## src/rtl/intraloop_pkg.sv

```systemverilog
// intraloop_pkg: shared widths, mode type and mode field indices for the intra loop
package intraloop_pkg;
  localparam int MB_W_DEF = 32;
  localparam int MODE_W_DEF = 3;
  localparam int NUM_MODES_DEF = 4;
  typedef logic [2:0] mode_t;
  localparam int MODE_IDX_L4X4 = 0;
  localparam int MODE_IDX_L16X16 = 1;
  localparam int MODE_IDX_CB = 2;
  localparam int MODE_IDX_CR = 3;
endpackage

```

## src/rtl/mb_tag_ram.sv

```systemverilog
// mb_tag_ram: tag storage with synchronous write and asynchronous read
module mb_tag_ram #(
  parameter int DEPTH = 16,
  parameter int W = 44,
  localparam int AW = $clog2(DEPTH)
) (
  input  logic          clk,
  input  logic          we,
  input  logic [AW-1:0] waddr,
  input  logic [W-1:0]  wdata,
  input  logic [AW-1:0] raddr,
  output logic [W-1:0]  rdata
);
  logic [W-1:0] mem [DEPTH];
  always_ff @(posedge clk)
    if (we) mem[waddr] <= wdata;
  assign rdata = mem[raddr];
endmodule

```

## src/rtl/mb_tag_queue.sv

```systemverilog
// mb_tag_queue: elastic FWFT queue of macroblock tags with occupancy, flush and sticky error flags
module mb_tag_queue
  import intraloop_pkg::*;
#(
  parameter int DEPTH = 16,
  parameter int MB_W = MB_W_DEF,
  parameter int MODE_W = MODE_W_DEF,
  parameter int NUM_MODES = NUM_MODES_DEF,
  localparam int AW = $clog2(DEPTH),
  localparam int CW = AW + 1,
  localparam int MW = NUM_MODES * MODE_W
) (
  input  logic          clk,
  input  logic          reset,
  input  logic          flush,
  input  logic          push,
  input  logic [MB_W-1:0] push_mbnumber,
  input  logic [MW-1:0] push_modes,
  input  logic          pop,
  output logic          pop_valid,
  output logic [MB_W-1:0] pop_mbnumber,
  output logic [MW-1:0] pop_modes,
  output logic [CW-1:0] count,
  output logic          full,
  output logic          empty,
  output logic [CW-1:0] high_water,
  input  logic          err_clr,
  output logic          overflow,
  output logic          underflow
);
  logic [AW-1:0] wr_q, wr_d, rd_q, rd_d;
  logic [CW-1:0] cnt_q, cnt_d, hw_q, hw_d, hw_base;
  logic          ovf_q, ovf_d, unf_q, unf_d;
  logic          push_ok, pop_ok, we;
  logic [MW+MB_W-1:0] rdata;
  mb_tag_ram #(.DEPTH(DEPTH), .W(MW + MB_W)) u_ram (
    .clk(clk),
    .we(we),
    .waddr(wr_q),
    .wdata({push_modes, push_mbnumber}),
    .raddr(rd_q),
    .rdata(rdata)
  );
  always_comb begin
    full = cnt_q == CW'(DEPTH);
    empty = cnt_q == '0;
    push_ok = push && (!full || pop);
    pop_ok = pop && !empty;
    we = push_ok && !flush;
    wr_d = flush ? '0 : wr_q + AW'(push_ok);
    rd_d = flush ? '0 : rd_q + AW'(pop_ok);
    cnt_d = flush ? '0 : cnt_q + CW'(push_ok) - CW'(pop_ok);
    // set wins over err_clr; flush suppresses error events
    ovf_d = (ovf_q && !err_clr) || (!flush && push && full && !pop);
    unf_d = (unf_q && !err_clr) || (!flush && pop && empty);
    hw_base = err_clr ? '0 : hw_q;
    hw_d = cnt_d > hw_base ? cnt_d : hw_base;
    pop_valid = !empty;
    pop_mbnumber = empty ? '0 : rdata[MB_W-1:0];
    pop_modes = empty ? '0 : rdata[MW+MB_W-1:MB_W];
    count = cnt_q;
    high_water = hw_q;
    overflow = ovf_q;
    underflow = unf_q;
  end
  always_ff @(posedge clk)
    if (!reset) begin
      wr_q <= '0;
      rd_q <= '0;
      cnt_q <= '0;
      hw_q <= '0;
      ovf_q <= 1'b0;
      unf_q <= 1'b0;
    end else begin
      wr_q <= wr_d;
      rd_q <= rd_d;
      cnt_q <= cnt_d;
      hw_q <= hw_d;
      ovf_q <= ovf_d;
      unf_q <= unf_d;
    end
endmodule

```

## config.mk

```make
export PLATFORM = sky130hd
export DESIGN_NAME = mb_tag_queue
export DESIGN_NICKNAME = d
export VERILOG_FILES = /design/src/rtl/intraloop_pkg.sv /design/src/rtl/mb_tag_ram.sv /design/src/rtl/mb_tag_queue.sv
export SDC_FILE = /design/constraint.sdc
export NUM_CORES = 1
export LEC_CHECK = 0
export ABC_CLOCK_PERIOD_IN_PS = 6460
export CAP_MARGIN = 20
export CORE_MARGIN = 5
export CORE_UTILIZATION = 60
export CTS_CLUSTER_DIAMETER = 200
export DETAILED_ROUTE_END_ITERATION = 7
export PLACE_DENSITY = 0.75
export RECOVER_POWER = 100
export SLEW_MARGIN = 20
export SYNTH_ARGS = -nofsm -noshare
export SYNTH_HDL_FRONTEND = slang
export SYNTH_HIERARCHICAL = 1
export SYNTH_SLANG_ARGS = --single-unit
```

## constraint.sdc

```tcl
create_clock -name clk -period 6.46 [get_ports clk]
set_input_delay 0.646 -clock clk [delete_from_list [all_inputs] [get_ports clk]]
set_output_delay 0.646 -clock clk [all_outputs]
set_load 0.02 [all_outputs]
```

Word level (Yosys, flattened, before mapping)
Memory sizes are Yosys's and may differ from the RTL's. A register that Yosys moved wholly into a read port is not among the register bits.
Cells that the tools add are included.
- flip-flop bits (word level): 20
- bits in writable memories: 704
- output and inout port bits: 59
- logic and storage cells: 42
- memories kept: 1
- add/subtract/negate cells: 4
- magnitude comparators: 1
- eq/ne operators: 1
- muxes and demuxes: 8
- bitwise operators: 1
- reduce and logical (&&, ||, !) cells: 20
- memory list (memory ; words ; width ; rd ports ; clocked after Yosys merged registers in ; wr ports ; RTL line ; RTL):
    u_ram.mem ; 16 ; 44 ; 1 ; 1 ; 1 ; mb_tag_ram.sv:14 ; logic [W-1:0] mem [DEPTH];
- operators by type and width (kind ; count):
    $mux W32 ; 1
    $mux W5 ; 3
    $mux W12 ; 1
    $logic_and A1 B1 Y1 ; 10
    $add A4 B1 Y4 ; 2
    $add A5 B1 Y5 ; 1
    $eq A5 B5 Y1 const B ; 1
    $gt A5 B5 Y1 ; 1
    $logic_not A1 Y1 ; 5
    $logic_not A5 Y1 ; 1
    $sub A5 B1 Y5 ; 1
    $mux W4 ; 1
    $logic_or A1 B1 Y1 ; 3
    $mux W1 ; 2
    $reduce_or A2 Y1 ; 1
    $not A1 Y1 ; 1

Logic depth before layout (Yosys ltp)
Gate-level depths: netlist of run 1.
- word-level depth: 9
- gate-level depth with buffers: 21
- gate-level depth less buffers: 19

By module
Netlist of run 1, hierarchy kept.
- by module, submodules not included (module ; instances ; cells each ; area each (µm²) ; seq. area each (µm²)):
    mb_tag_ram ; 1 ; 1098 ; 26387.8 ; 21140.3
    mb_tag_queue ; 1 ; 171 ; 1428.9 ; 400.4

Least setup slack after synthesis of run 1
OpenSTA, ideal clock, no wires.
- kind: register to register
- from: register cnt_q[2], in the netlist count[2]
- to: memory u_ram.mem[0][0], enable pin
- library setup time: 0.500 ns
- data arrival time: 4.783 ns
- data required time: 5.960 ns
- setup slack: 1.177 ns
- cell stages (with the launch flop): 9
- path buffers: 0
- path through: dfxtp_1 inv_1 ha_1 nor3b_1 nand2_1 o21ai_0 nor2_1 or3b_2 nor3_1
- cells in the longest elaborated chain, start to end: 7
- RTL lines (item ; RTL line ; RTL):
    from (decl) ; mb_tag_queue.sv:32 ; logic [CW-1:0] cnt_q, cnt_d, hw_q, hw_d, hw_base;
    from (signal assigned) ; mb_tag_queue.sv:77 ; cnt_q <= cnt_d;
    $eq A5 B5 Y1 ; mb_tag_queue.sv:45 ; full = cnt_q == CW'(DEPTH);
    $logic_not A1 Y1 ; mb_tag_queue.sv:47 ; push_ok = push && (!full || pop);
    $logic_or A1 B1 Y1 ; mb_tag_queue.sv:47 ;
    $logic_and A1 B1 Y1 ; mb_tag_queue.sv:47 ;
    $logic_and A1 B1 Y1 ; mb_tag_queue.sv:49 ; we = push_ok && !flush;
    via we ; mb_tag_queue.sv:34 ; logic push_ok, pop_ok, we;
    $mux W1 ; mb_tag_ram.sv:16 ; if (we) mem[waddr] <= wdata;
    $mux W1 (not written as such) ; mb_tag_ram.sv:16 ;
    to (decl) ; mb_tag_ram.sv:14 ;
The timed path passes the listed nets, and every way through them passes these cells.

Final worst setup path of run 1
- from: register cnt_q[3], in the netlist count[3]
- to: memory u_ram.mem[15][5], enable pin
The elaborated chain is that of the path after synthesis.

==> results.yml, run 1 <==
setup_path:
  crit_chain: "inv_1 > ha_1 > nor3b_1 > nand2_1 > o21ai_0 > nor2_1 > nand3_1 > nor2_1 > clkbuf_1"
  cp-end-kind: "flip-flop"
  slowest_delay_ns: 2.42
  crit_path_start_kind: "flip-flop"
  critPathMaxFanout: 35
  cp.arrival_ns: 5.50
  reg2reg_depth: 9
  timing.reg2reg.setup_slack_ns: 1.08
  crit_path_frequent_cell: "nor2_1"
  crit_slowest_cell: "clkbuf_1"
  r2r_end: "u_ram/mem[15][5]$_DFFE_PP_"
  critPathKind: "flip-flop to flip-flop"
  worstPathRequired_ns: 6.58
  r2r_start: "count[3]$_SDFF_PN0_"
placement:
  io_buffers: 108
  post-dp-hpwl_um: 29900
  dpl_cell_area_um2: 29800
  place_worst_setup_slack_ns: 2.06
  place.gp.congestion: 0.745
synth:
  synth_cell_types: 43
  syn_inst: 1269
  synth-edff-count: 704
  synth_nets: 1335
  synth_seq_area_share_pct: 77.4
  syn_area_per_cell_um2: 21.9
  ys_ff_latch: 724
  syn_area_um2: 27800
  synth_warnings: 6
  async_flop_share_pct: 0
  synth_ff_type: "edfxtp_1"
hold_path:
  hold_class: "flip-flop to flip-flop"
  min_from: "overflow$_SDFF_PN0_"
  min_to: "overflow$_SDFF_PN0_"
  hold_depth: 1
pwr:
  power_density_nw_per_um2: 354
  p_total_mw: 11.3
  ir_worst_vdd_mv: 0.630
  power.leakage_nw: 9.95
timing:
  relSlewSlack_pct: -125
  tns_ns: 0
  hold_violations: 0
  fmax_mhz: 186
  finalClockSkew_ns: 0.0315
  worstMarginPinSlew_ns: 3.37
  setup_violations: 0
  rsz0062_at_grt: "false"
  post-route-period-util_pct: 83.2
  layout_setup_ws_ns: 1.08
  slew_violations: 380
  finalCriticalPeriod_ns: 5.38
drt:
  via_per_inst: 6.46
  drc: 0
  drt-total-wl_um: 59700
  vias: 13400
  post_drt_wl_per_cell_um: 28.9
  dr.first_iter.drc_count: 1413
  drt_first_pass_iters: 5
  ant_nets: 0
cts:
  cts_tree: "built"
  post_cts_buffers: 0
  cts_buffer_depth: 3
  clock_latency_ns: 0.60
  root_buffer: "clkbuf_16"
  clock-sinks: 724
  cts-resized-gates: 0
  numCtsBuffers: 70
  holdBufCountCts: 0
  clk_pin_slew_ns: 0.06
  htree_levels: 3
layout:
  register_area_um2: 21500
  final_common_cell: "edfxtp_1"
  final_layout_size_suffix_gt1_share_pct: 20.8
  layout_common_cells: "edfxtp_1 (704), mux4_2 (176), dlygate4sd3_1 (99)"
  filler_cell_count: 2681
  area_growth_pct: 14.5
  layout.nets: 1481
  multi_input_area_um2: 5890
  fin_area_um2: 31800
die:
  die_w_um: 225
  start_util_pct: 61.0
  core_area_um2: 45600
  die_area_um2: 50800
  placementRows: 78
  die_y_um: 225
  ioPinCount: 109
grt:
  grt_start_max_net_pins: 78
  antenna_found_initial: 5
  grt-ovfl-total: 0
  track_usage_pct: 24.1
  grt_pass1_vias: 14000
  grt_pass1_wl_um: 89500
run_status:
  status: "finished with violations"
  violations: "max-capacitance violations, max-slew violations"
run:
  cap_violations: 14
logic make-up after synthesis:
kind of cell	synth area share, %
adder cells (fa/ha/maj)	0.747
multiplexers	14.4
AND/OR/NAND/NOR	2.94
XOR/XNOR	0.189
buffers and inverters	1.46
AO/OA/AOI/OAI	2.86
flip-flops	77.4
metrics by stage:
stage	instances	util (%)	hold slack (ns)
2_1_floorplan	1269	-	0.528
3_3_place_gp	1940	65.2	0.455
3_5_place_dp	1942	65.3	0.454
4_1_cts	2066	70.3	0.468
5_1_grt	2067	69.9	0.497
6_report	2068	69.9	0.461
layer usage:
metal,GRT usage (%),routed length [µm],up-vias
li1,-,-,5584
met1,34.3,23100,7054
met2,38.7,29700,614
met3,4.96,5490,104
met4,7.30,1370,6
met5,0,44,-
state kept, by name, indices dropped and copies added, names as in the netlist:
name	flops
underflow	1
rd_q	4
high_water	5
count	5
overflow	1
u_ram/mem	704
wr_q	4
Yosys cell counts (all sizes together), types with 2 or more instances:
cell type / count / area share, %
a32o: 2 / 0.072
ha: 15 / 0.67
clkbuf: 30 / 0.41
nand3b: 2 / 0.054
nor2b: 50 / 1.1
dfxtp: 20 / 1.4
a21oi: 5 / 0.090
nand2b: 9 / 0.20
nand2: 50 / 0.68
nand3: 5 / 0.090
xor2: 3 / 0.094
inv: 12 / 0.16
mux2i: 2 / 0.072
a22oi: 88 / 2.4
edfxtp: 704 / 76
nor2: 28 / 0.38
nor3: 5 / 0.090
mux4: 176 / 14
xnor2: 3 / 0.094
buf: 36 / 0.88
and2: 6 / 0.13
o31ai: 2 / 0.054
worst max-delay path: cells and delay by family, from the launching register on:
kind | cells | cell delay, ns
fa+ha+maj | 1 | 0.18
simple gates | 5 | 1.66
compound gates | 1 | 0.15
flops | 1 | 0.36
buf+inv | 2 | 2.49
worst max path at each step:
stage,from,end
floorplan,count[2]$_SDFF_PN0_,u_ram/mem[0][0]$_DFFE_PP_
global placement,pop,high_water[1]$_SDFF_PN0_
detailed placement,pop,high_water[1]$_SDFF_PN0_
CTS,rd_q[2]$_SDFF_PP0_,pop_mbnumber[22]
global route,count[3]$_SDFF_PN0_,u_ram/mem[15][5]$_DFFE_PP_
finish,count[3]$_SDFF_PN0_,u_ram/mem[15][5]$_DFFE_PP_
final cells by class:
cell class	count	share of cell area, %
Sequential cell	724	67.7
Multi-Input combinational cell	466	18.5
Tap cell	600	2.36
Timing Repair Buffer	140	4.18
Inverter	13	0.153
Clock buffer	83	5.92
Clock inverter	41	1.23
Antenna cell	1	0.00786
power by group:
group	leakage, nW	switching, mW	internal [mW]
Combinational	2.33	1.12	0.864
Sequential	6.50	0.0426	5.21
Clock	1.12	1.67	2.37
(Power assumes the default switching activity.)
==> run 2, diff against run 1 <==
--- a/config.mk
+++ b/config.mk
@@ -5,7 +5,7 @@
 export SDC_FILE = /design/constraint.sdc
 export NUM_CORES = 1
 export LEC_CHECK = 0
-export ABC_CLOCK_PERIOD_IN_PS = 6460
+export ABC_CLOCK_PERIOD_IN_PS = 5000
 export CAP_MARGIN = 20
 export CORE_MARGIN = 5
 export CORE_UTILIZATION = 60
==> constraint.sdc (replaced) <==
create_clock -name clk -period 5 [get_ports clk]
set_input_delay 0.5 -clock clk [delete_from_list [all_inputs] [get_ports clk]]
set_output_delay 0.5 -clock clk [all_outputs]
set_load 0.02 [all_outputs]
==> run 2 against run 1 <==
The flow still finishes with violations (max-capacitance violations, max-slew violations). Cell count hardly changed. Clock skew is 0.0055 ns lower. Sequential power is 29% higher. Cell area hardly changed. Combinational power is 30% higher. Highest routed layer unchanged. Non-clock buffer count is 2 higher. Sequential share of layout area hardly changed. Clock power is 26% higher. Routed wire length is 2.2% lower. Flip-flop and latch count stayed put. Power is 28% higher. Critical path depth is 3 lower.
==> results.yml, run 2 (same netlist as run 1, synthesis figures left out) <==
grt:
  track_usage_pct: 23.6
  grt_pass1_wl_um: 88600
  grt_start_max_net_pins: 79
  grt_pass1_vias: 14000
  grt-ovfl-total: 0
  antenna_found_initial: 8
cts:
  numCtsBuffers: 70
  htree_levels: 3
  cts_buffer_depth: 3
  post_cts_buffers: 0
  clock-sinks: 724
  cts-resized-gates: 0
  holdBufCountCts: 0
  clk_pin_slew_ns: 0.05
  cts_tree: "built"
  clock_latency_ns: 0.60
  root_buffer: "clkbuf_16"
drt:
  vias: 13400
  drc: 0
  drt-total-wl_um: 58400
  drt_first_pass_iters: 5
  post_drt_wl_per_cell_um: 28.3
  ant_nets: 0
  via_per_inst: 6.47
  dr.first_iter.drc_count: 1377
pwr:
  ir_worst_vdd_mv: 0.680
  power.leakage_nw: 9.95
  power_density_nw_per_um2: 455
die:
  core_area_um2: 45600
  placementRows: 78
  start_util_pct: 61.0
  ioPinCount: 109
  die_area_um2: 50800
  die_w_um: 225
  die_y_um: 225
placement:
  io_buffers: 108
  dpl_cell_area_um2: 29800
  post-dp-hpwl_um: 29500
  place.gp.congestion: 0.774
timing:
  finalClockSkew_ns: 0.0260
  worstMarginPinSlew_ns: 2.81
  hold_violations: 0
  finalCriticalPeriod_ns: 4.56
  tns_ns: 0
  setup_violations: 0
  rsz0062_at_grt: "false"
  slew_violations: 462
  post-route-period-util_pct: 91.3
  fmax_mhz: 219
  relSlewSlack_pct: -87.4
layout:
  layout.nets: 1483
  multi_input_area_um2: 5920
  register_area_um2: 21500
  top_register: "u_ram/mem"
  area_growth_pct: 14.4
  layout_common_cells: "edfxtp_1 (704), mux4_2 (176), dlygate4sd3_1 (99)"
  final_common_cell: "edfxtp_1"
  filler_cell_count: 2659
  fin_area_um2: 31800
  final_layout_size_suffix_gt1_share_pct: 21.6
  largest_register_ffs: 704
run:
  cap_violations: 16
setup_path:
  critPathMaxFanout: 22
  worstPathRequired_ns: 4.50
  r2r_start: "count[2]$_SDFF_PN0_"
  worstSetupStartpoint: "rd_q[2]$_SDFF_PP0_"
  cp.arrival_ns: 4.06
  critPathKind: "flip-flop to primary output"
  crit_path_start_kind: "flip-flop"
  cp-end-kind: "primary output"
run_status:
  status: "finished with violations"
  violations: "max-capacitance violations, max-slew violations"
hold_path:
  min_from: "underflow$_SDFF_PN0_"
  hold_class: "flip-flop to flip-flop"
## run 2: worst max-delay path, cell delays in order, from the launching register on
cell             delay (ns)
dfxtp_1                0.50
and2_1                 1.25
buf_4                  0.43
a22oi_1                0.12
nand2_1                0.13
nor2b_1                0.36
clkdlybuf4s50_1        0.68
## run 2: worst paths after layout
check                                              endpoint  slack, ns  cells past startpoint
worst max register to register  u_ram/mem[14][18]$_DFFE_PP_       0.51                      9
worst min-delay path                   underflow$_SDFF_PN0_       0.47                      1
worst max-delay path                          pop_modes[11]       0.44                      6
worst min register to register         underflow$_SDFF_PN0_       0.47                      1
## run 2: through the flow
stage	hold WS (ns)	util (%)	setup slack, ns	instances	power [mW]
finish	0.471	69.8	0.435	2067	14.5
global route	0.507	69.8	0.251	2067	15.1
CTS	0.479	70.3	0.795	2066	14.7
detailed placement	0.466	65.5	0.722	1945	9.66
global placement	0.456	65.5	0.872	1945	9.61
floorplan	0.528	-	0.0578	1269	8.64
## run 2: per-layer routing
metal,routed length (µm),share of wire (%),track usage [%]
met1,23400,40,34.0
met2,29200,50,38.1
met3,4770,8.2,4.99
met4,956,1.6,5.68
met5,43,0.074,0
## run 2: report_power, final
part / switching, mW / total, mW / leakage (nW) / internal (mW)
logic: 1.45 / 2.58 / 2.37 / 1.12
clock network: 2.14 / 5.11 / 1.08 / 2.97
registers: 0.0562 / 6.79 / 6.51 / 6.74
total: 3.65 / 14.5 / 9.95 / 10.8
## run 2: final cells by class
cell class	instances	share of cell area, %
Clock inverter	39	1.09
Sequential cell	724	67.7
Clock buffer	82	5.85
Tap cell	600	2.36
Inverter	13	0.153
Timing Repair Buffer	142	4.22
Antenna cell	1	0.00786
Multi-Input combinational cell	466	18.6
